--- src/rtl/module_divisor_pkg.sv ---
// Shared types and constants for the restoring divider.
package pkg_divisor;

    typedef enum logic [1:0] {
        IDLE = 2'd0,
        CALC = 2'd1,
        DONE = 2'd2
    } state_t;

    localparam int unsigned WIDTH_DEF = 8;

    // Divide-by-zero quotient: all ones, sliced down to the instance width.
    localparam logic [63:0] COC_DIV_CERO = '1;

endpackage

--- src/rtl/module_divisor_paso.sv ---
// One restoring-division iteration: shift in the next dividend bit, trial subtract, restore on borrow.
module module_div_paso
    import pkg_divisor::*;
#(
    parameter int unsigned WIDTH = WIDTH_DEF
) (
    input  logic [WIDTH:0]   r,
    input  logic             q_msb,
    input  logic [WIDTH-1:0] d,
    output logic [WIDTH:0]   r_next,
    output logic             q_bit
);

    logic [WIDTH+1:0] r_sh;
    logic [WIDTH+1:0] trial;

    assign r_sh   = {r, q_msb};
    assign trial  = r_sh - {2'b00, d};
    assign q_bit  = ~trial[WIDTH+1];
    assign r_next = q_bit ? trial[WIDTH:0] : r_sh[WIDTH:0];

endmodule

--- src/rtl/module_divisor.sv ---
// Sequential restoring divider, one quotient bit per clock.
// Define DIV_SIGNED_EN for two's-complement operands (truncation toward zero).
module module_divisor
    import pkg_divisor::*;
#(
    parameter int unsigned WIDTH = WIDTH_DEF
) (
    input  logic             clk,
    input  logic             rst,
    input  logic             valid,
    input  logic [WIDTH-1:0] dividendo,
    input  logic [WIDTH-1:0] divisor,
    output logic [WIDTH-1:0] cociente,
    output logic [WIDTH-1:0] residuo,
    output logic             done,
    output logic             busy,
    output logic             div_cero
);

    localparam int unsigned CW = $clog2(WIDTH + 1);

    state_t           state;
    state_t           state_next;
    logic [WIDTH:0]   r_q;
    logic [WIDTH-1:0] q_q;
    logic [WIDTH-1:0] d_q;
    logic [CW-1:0]    cnt;
    logic [WIDTH:0]   r_nxt;
    logic             q_bit;
    logic [WIDTH-1:0] q_nxt;
    logic [WIDTH-1:0] mag_a;
    logic [WIDTH-1:0] mag_b;
    logic [WIDTH-1:0] res_q;
    logic [WIDTH-1:0] res_r;

    module_div_paso #(.WIDTH(WIDTH)) u_paso (
        .r      (r_q),
        .q_msb  (q_q[WIDTH-1]),
        .d      (d_q),
        .r_next (r_nxt),
        .q_bit  (q_bit)
    );

    assign q_nxt = {q_q[WIDTH-2:0], q_bit};

`ifdef DIV_SIGNED_EN
    logic neg_q;
    logic neg_r;

    // Core divides magnitudes; signs are restored on the DONE-entry edge.
    assign mag_a = dividendo[WIDTH-1] ? WIDTH'(-dividendo) : dividendo;
    assign mag_b = divisor[WIDTH-1]   ? WIDTH'(-divisor)   : divisor;
    assign res_q = neg_q ? WIDTH'(-q_nxt) : q_nxt;
    assign res_r = neg_r ? WIDTH'(-r_nxt[WIDTH-1:0]) : r_nxt[WIDTH-1:0];
`else
    assign mag_a = dividendo;
    assign mag_b = divisor;
    assign res_q = q_nxt;
    assign res_r = r_nxt[WIDTH-1:0];
`endif

    always_ff @(posedge clk) begin
        if (!rst) state <= IDLE;
        else      state <= state_next;
    end

    always_comb begin
        state_next = state;
        unique case (state)
            IDLE:    if (valid) state_next = (divisor == '0) ? DONE : CALC;
            CALC:    if (cnt == CW'(1)) state_next = DONE;
            DONE:    state_next = IDLE;
            default: state_next = IDLE;
        endcase
    end

    // Datapath and registered outputs.
    always_ff @(posedge clk) begin
        if (!rst) begin
            r_q      <= '0;
            q_q      <= '0;
            d_q      <= '0;
            cnt      <= '0;
            cociente <= '0;
            residuo  <= '0;
            done     <= 1'b0;
            busy     <= 1'b0;
            div_cero <= 1'b0;
`ifdef DIV_SIGNED_EN
            neg_q    <= 1'b0;
            neg_r    <= 1'b0;
`endif
        end else begin
            done <= (state_next == DONE);
            busy <= (state_next != IDLE);
            unique case (state)
                IDLE: begin
                    if (valid) begin
                        q_q <= mag_a;
                        d_q <= mag_b;
                        r_q <= '0;
                        cnt <= CW'(WIDTH);
`ifdef DIV_SIGNED_EN
                        neg_q <= dividendo[WIDTH-1] ^ divisor[WIDTH-1];
                        neg_r <= dividendo[WIDTH-1];
`endif
                        if (divisor == '0) begin
                            cociente <= COC_DIV_CERO[WIDTH-1:0];
                            residuo  <= dividendo;
                            div_cero <= 1'b1;
                        end
                    end
                end
                CALC: begin
                    r_q <= r_nxt;
                    q_q <= q_nxt;
                    cnt <= cnt - CW'(1);
                    if (cnt == CW'(1)) begin
                        cociente <= res_q;
                        residuo  <= res_r;
                        div_cero <= 1'b0;
                    end
                end
                default: ;
            endcase
        end
    end

endmodule

--- config.mk ---
export PLATFORM = sky130hd
export DESIGN_NAME = module_divisor
export DESIGN_NICKNAME = d
export VERILOG_FILES = /design/src/rtl/module_divisor_pkg.sv /design/src/rtl/module_divisor_paso.sv /design/src/rtl/module_divisor.sv
export SDC_FILE = /design/constraint.sdc
export NUM_CORES = 1
export LEC_CHECK = 0
export CORE_ASPECT_RATIO = 1.4
export CORE_MARGIN = 8
export CORE_UTILIZATION = 45
export CTS_CLUSTER_SIZE = 12
export DETAILED_ROUTE_END_ITERATION = 8
export PLACE_DENSITY = 0.71
export SLEW_MARGIN = 0
export SYNTH_ARGS = -nofsm -noshare
export SYNTH_HDL_FRONTEND = slang
export SYNTH_SLANG_ARGS = --single-unit
--- constraint.sdc ---
create_clock -name clk -period 2.15 [get_ports clk]
set_input_delay 0.43 -clock clk [delete_from_list [all_inputs] [get_ports clk]]
set_output_delay 0.43 -clock clk [all_outputs]
set_load 0.05 [all_outputs]
[Word level (Yosys, flattened, before mapping)]
Cells that the tools add are included.
Storage, ports and cells
  bits of input ports: 19
  register bits: 50
  output and inout port bits: 19
Cells by class
  reductions and logical operators: 7
  mux-type cells: 23
  bitwise gates (word level): 1
  add/subtract/negate cells: 2
  equal/unequal tests: 6
Operator list (number)
  $mux W8: 7
  $pmux W8 S2: 3
  $mux W9: 2
  $pmux W9 S2: 1
  $sub A10 B8 Y10: 1
  $logic_not A8 Y1: 1
  $pmux W4 S2: 1
  $mux W2: 3
  $ne A2 B2 Y1 const B: 3
  $eq A4 B1 Y1 const B: 1
  $mux W4: 1
  $pmux W2 S2: 1
  $reduce_and A2 Y1: 2
  $reduce_and A4 Y1: 1
  $reduce_bool A2 Y1: 2
  $sub A4 B1 Y4 const B: 1
  $mux W1: 3
  $eq A2 B1 Y1 const B: 1
  $eq A2 B2 Y1 const B: 1
  $logic_not A2 Y1: 1
  $pmux W1 S2: 1
  $not A1 Y1: 1

[Depth between registers and ports, before layout]
  depth in word-level cells: 5
  mapped depth: 10
  depth with buffers taken out: 10

[By module]
Synthesis repeated with hierarchy kept, for this count alone.
Unflattened totals
  cells, all modules: 297
  area, all modules: 2588.7 um^2
Modules (own cells, without submodules)
  module_divisor: times used 1, area each 2060.7 um^2, sequential area each 1001.0 um^2, cells an instance 230
  module_div_paso: times used 1, area each 528.0 um^2, sequential area each 0.0 um^2, cells an instance 67

[Least setup slack after synthesis]
Ideal clock, no wire load.
  kind: reg2reg
  start: register q_q[7]
  end: register r_q[6]
  buffers on the path: 0
  data required time: 2065 ps
  arrival time: 2119 ps
  slack: -53 ps
  clock period less this slack: 2203 ps
  stages on the path, launching flop included: 11
  cell sequence: dfxtp_1 inv_1 ha_1 inv_1 fa_1 a211oi_2 or4b_1 o2111a_1 a2111oi_4 a21oi_1 o31ai_2
On the way
  word-level cells in the longest chain between the ends: 3
RTL lines
  start: declaration: line module_divisor.sv:25  | logic [WIDTH-1:0] q_q;
  start signal: assignment: line module_divisor.sv:99  | q_q <= mag_a;
  start signal: assignment: line module_divisor.sv:116  | q_q <= q_nxt;
  $sub A10 B8 Y10: line module_divisor_paso.sv:18  | assign trial = r_sh - {2'b00, d};
  $mux W9: line module_divisor_paso.sv:20  | assign r_next = q_bit ? trial[WIDTH:0] : r_sh[WIDTH:0];
  $pmux W9 S2: line module_divisor.sv:96  | unique case (state)
  end signal: assignment: line module_divisor.sv:115  | r_q <= r_nxt;
  end: declaration: line module_divisor.sv:24  | logic [WIDTH:0] r_q;
Every way passes these cells.
A chain may end at the register's enable or synchronous reset.

[Worst setup path in the final report]
  start: register d_q[1]
  end: register r_q[6]
On the way
  word-level cells in the longest chain between the ends: 3
RTL lines
  start: declaration: line module_divisor.sv:26  | logic [WIDTH-1:0] d_q;
  start signal: assignment: line module_divisor.sv:100  | d_q <= mag_b;
  $sub A10 B8 Y10: line module_divisor_paso.sv:18
  $mux W9: line module_divisor_paso.sv:20
  $pmux W9 S2: line module_divisor.sv:96
Every way passes these cells.

==> impl_metrics.ini <==
[sta]
rsz0062_at_grt = true
tightest_slew_ns = 0.532
period_needed_ns = 2.23
slew_headroom = 0.644
fin_worst_skew_ns = 0.00851
finalHoldViolations = 0
clock.fmax_ghz = 0.447
finalCritPeriodShare = 1.04
whs_ns = 0.460
final-max-slew-violation-count = 0
fin_ws_ns = -0.0849
setup_viol_count_final = 9

[pwr]
leakagePower_uw = 0.00138
power_uw = 2800
max-vdd-ir-drop_mv = 0.596
p_per_area_nw_per_um2 = 775

[worst_hold_path]
min_from = d_q[7]$_SDFFE_PN0P_
holdCritPathClass = reg2reg
whs_endpoint = d_q[7]$_SDFFE_PN0P_
min_path_cells = 2

[global_route]
grt_pass1_vias = 2511
antenna_found_initial = 0
grt_pass1_wl_um = 11600
grt_util_all_layers = 0.171
overflow = 0
grt_start_max_net_pins = 30

[route]
wl_met2_um = 3710
drc = 0
dr.max_layer_used = met4
dr_wl_met3_um = 199
drtIter0Drc = 129
drt_pass1_iterations = 7
wl_met1_um = 2880
detail-route-antenna-nets = 0
via_per_inst = 5.51
detail_route.wl_per_cell_um = 15.6
wirelength_um = 6970
vias = 2462

[clocking]
clockBufferDepth = 2
clk_latency_ns = 0.31
path_clk_slew_ns = 0.09
clock-root-buffer = clkbuf_8
cts_tree = built
cts-buffers-inserted = 5
cts_sinks = 50
h-tree-depth = 2
hold_buffers = 0

[setup_path]
cpMaxStageDelayCell = dfxtp_2
crit_arrival_ns = 2.43
critPathRequiredTime_ns = 2.34
r2r_slack_ns = -0.08
reg2reg_from = d_q[1]$_SDFFE_PN0P_
crit_chain = inv_2 -> ha_4 -> nor2b_4 -> o2111a_2 -> o211a_4 -> a211o_4 -> buf_6 -> buf_4 -> a21oi_2 -> o31ai_2
critical_path.max_fanout = 6
rr_endpoint = r_q[6]$_SDFFE_PN0P_
end_kind = flip-flop
crit_type = reg2reg
cpPeakStageDelay_ns = 0.33
start_kind = flip-flop
r2r_cells = 10

[place]
portBuffers = 37
postPlaceCellArea_um2 = 3260
finalWeightedCongestion = 0.842
dp_hpwl_um = 5030

[cells_and_area]
areaGrowthSynthToFinish_pct = 43.2
nNetsFinal = 408
stdcell_area_um2 = 3610
multi_input_area_um2 = 1590
layout_commonest_cell = nand2_1
diodes = 0
layout_common_cells = 50 x nand2_1, 44 x dfxtp_1, 43 x buf_4
layout-drive-gt1-share = 0.285
seqCellArea_um2 = 1010
fillers = 471

[run_status]
violations = setup timing
status = complete, but fails checks

[logic_synthesis]
ys_warn_count = 0
synthArstFlopShare = 0
post_synth_num_cell_types = 49
syn_nets = 333
synthFlopType = dfxtp_1
syn-instance-count = 303
netlist_area_um2 = 2520
syn_avg_cell_area_um2 = 8.32
yosys_register_bits = 50
synth_edf_count = 0
ys_seq_area_frac = 0.397

[die]
die_area_um2 = 8290
start_util = 0.463
io_pins = 38
dieHeight_um = 105
std_cell_rows = 32
core_um2 = 5450
die-width_um = 79.3

[run]
cap_violations = 0
[synthesized netlist by cell type, drive strengths merged (2+ instances only)]
cell / count / area [um^2]
mux2: 4 / 56.3
o21a: 3 / 22.5
or4: 2 / 15.0
o211ai: 2 / 15.0
nor2: 30 / 113
o22ai: 3 / 18.8
o21ai: 16 / 80.1
a211oi: 13 / 108
dfxtp: 50 / 1000
nor3b: 3 / 22.5
mux2i: 3 / 30.0
a311oi: 7 / 61.3
buf: 4 / 25.0
nor2b: 4 / 25.0
and2: 4 / 25.0
nor3: 8 / 40.0
inv: 14 / 52.6
o2111a: 2 / 23.8
a21oi: 21 / 105
a31oi: 7 / 62.6
ha: 10 / 125
clkbuf: 13 / 48.8
a211o: 3 / 26.3
nand2: 52 / 195
nand3: 3 / 15.0
a21o: 2 / 15.0
nand2b: 3 / 18.8
or3: 3 / 18.8
[registers in the layout, indices dropped and copies added, names as in the netlist]
signal / flops
done: 1
residuo: 8
cnt: 4
busy: 1
state: 2
q_q: 8
div_cero: 1
r_q: 9
cociente: 8
d_q: 8
[critical path: cells and delay by family (launching register included)]
kind	cells	cell delay [ns]
compound gates	5	1.11
fa+ha+maj	1	0.20
buf+inv	3	0.35
flops	1	0.33
simple gates	1	0.12
[where the power goes]
| group | switching, uW | total [uW] | internal [uW] |
|---|---|---|---|
| registers | 55.1 | 1050 | 998 |
| clock network | 341 | 582 | 241 |
| logic | 583 | 1170 | 582 |
[kinds of logic (layout without fill, tap and decap cells)]
group           Yosys count  count (layout)  synth area share
simple gates            117             117             0.208
xor+xnor                  1               1           0.00347
buf+inv                  31             107            0.0501
mux                       7               7            0.0342
flops                    50              50             0.397
compound gates           86              86             0.250
fa+ha+maj                11              11            0.0575
[metrics by stage]
stage	setup WS [ns]	setup TNS (ns)	util	cells
final	-0.0849	-0.342	0.663	447
after CTS	-0.130	-0.501	0.645	444
after global placement	-0.239	-3.30	0.598	432
after global routing	-0.152	-1.40	0.663	447
after detailed placement	-0.242	-3.82	0.598	432
after floorplan	-0.0280	-0.0839	-	303
[per-layer routing]
metal,vias to the layer above,GRT usage
met5,-,0
met4,0,0.0665
met3,14,0.0309
met2,46,0.308
met1,1178,0.189
li1,1224,-
[worst max-delay path by stage]
stage	depth (start not counted)	end	slack [ns]	start
final	10	r_q[6]$_SDFFE_PN0P_	-0.08	d_q[1]$_SDFFE_PN0P_
after floorplan	8	residuo[2]$_SDFFE_PN0P_	-0.03	r_q[0]$_SDFFE_PN0P_
after detailed placement	10	residuo[6]$_SDFFE_PN0P_	-0.24	q_q[7]$_SDFFE_PN0P_
after CTS	10	residuo[6]$_SDFFE_PN0P_	-0.13	q_q[7]$_SDFFE_PN0P_
after global placement	10	residuo[6]$_SDFFE_PN0P_	-0.24	q_q[7]$_SDFFE_PN0P_
after global routing	10	r_q[6]$_SDFFE_PN0P_	-0.15	q_q[7]$_SDFFE_PN0P_
[timing repair]
item	in CTS	in global routing
endpoints found under the setup margin	18	21
pin swaps	11	11
gates cloned	0	1
setup buffers	4	2
gates resized for setup	29	16
[cell type report]
| cell class | instances | share of cell area |
|---|---|---|
| Multi-Input combinational cell | 222 | 0.441 |
| Sequential cell | 50 | 0.280 |
| Timing Repair Buffer | 85 | 0.214 |
| Tap cell | 68 | 0.0236 |
| Clock buffer | 5 | 0.0191 |
| Inverter | 14 | 0.0145 |
| Clock inverter | 3 | 0.00797 |
Power figures use the tool's default switching activity.
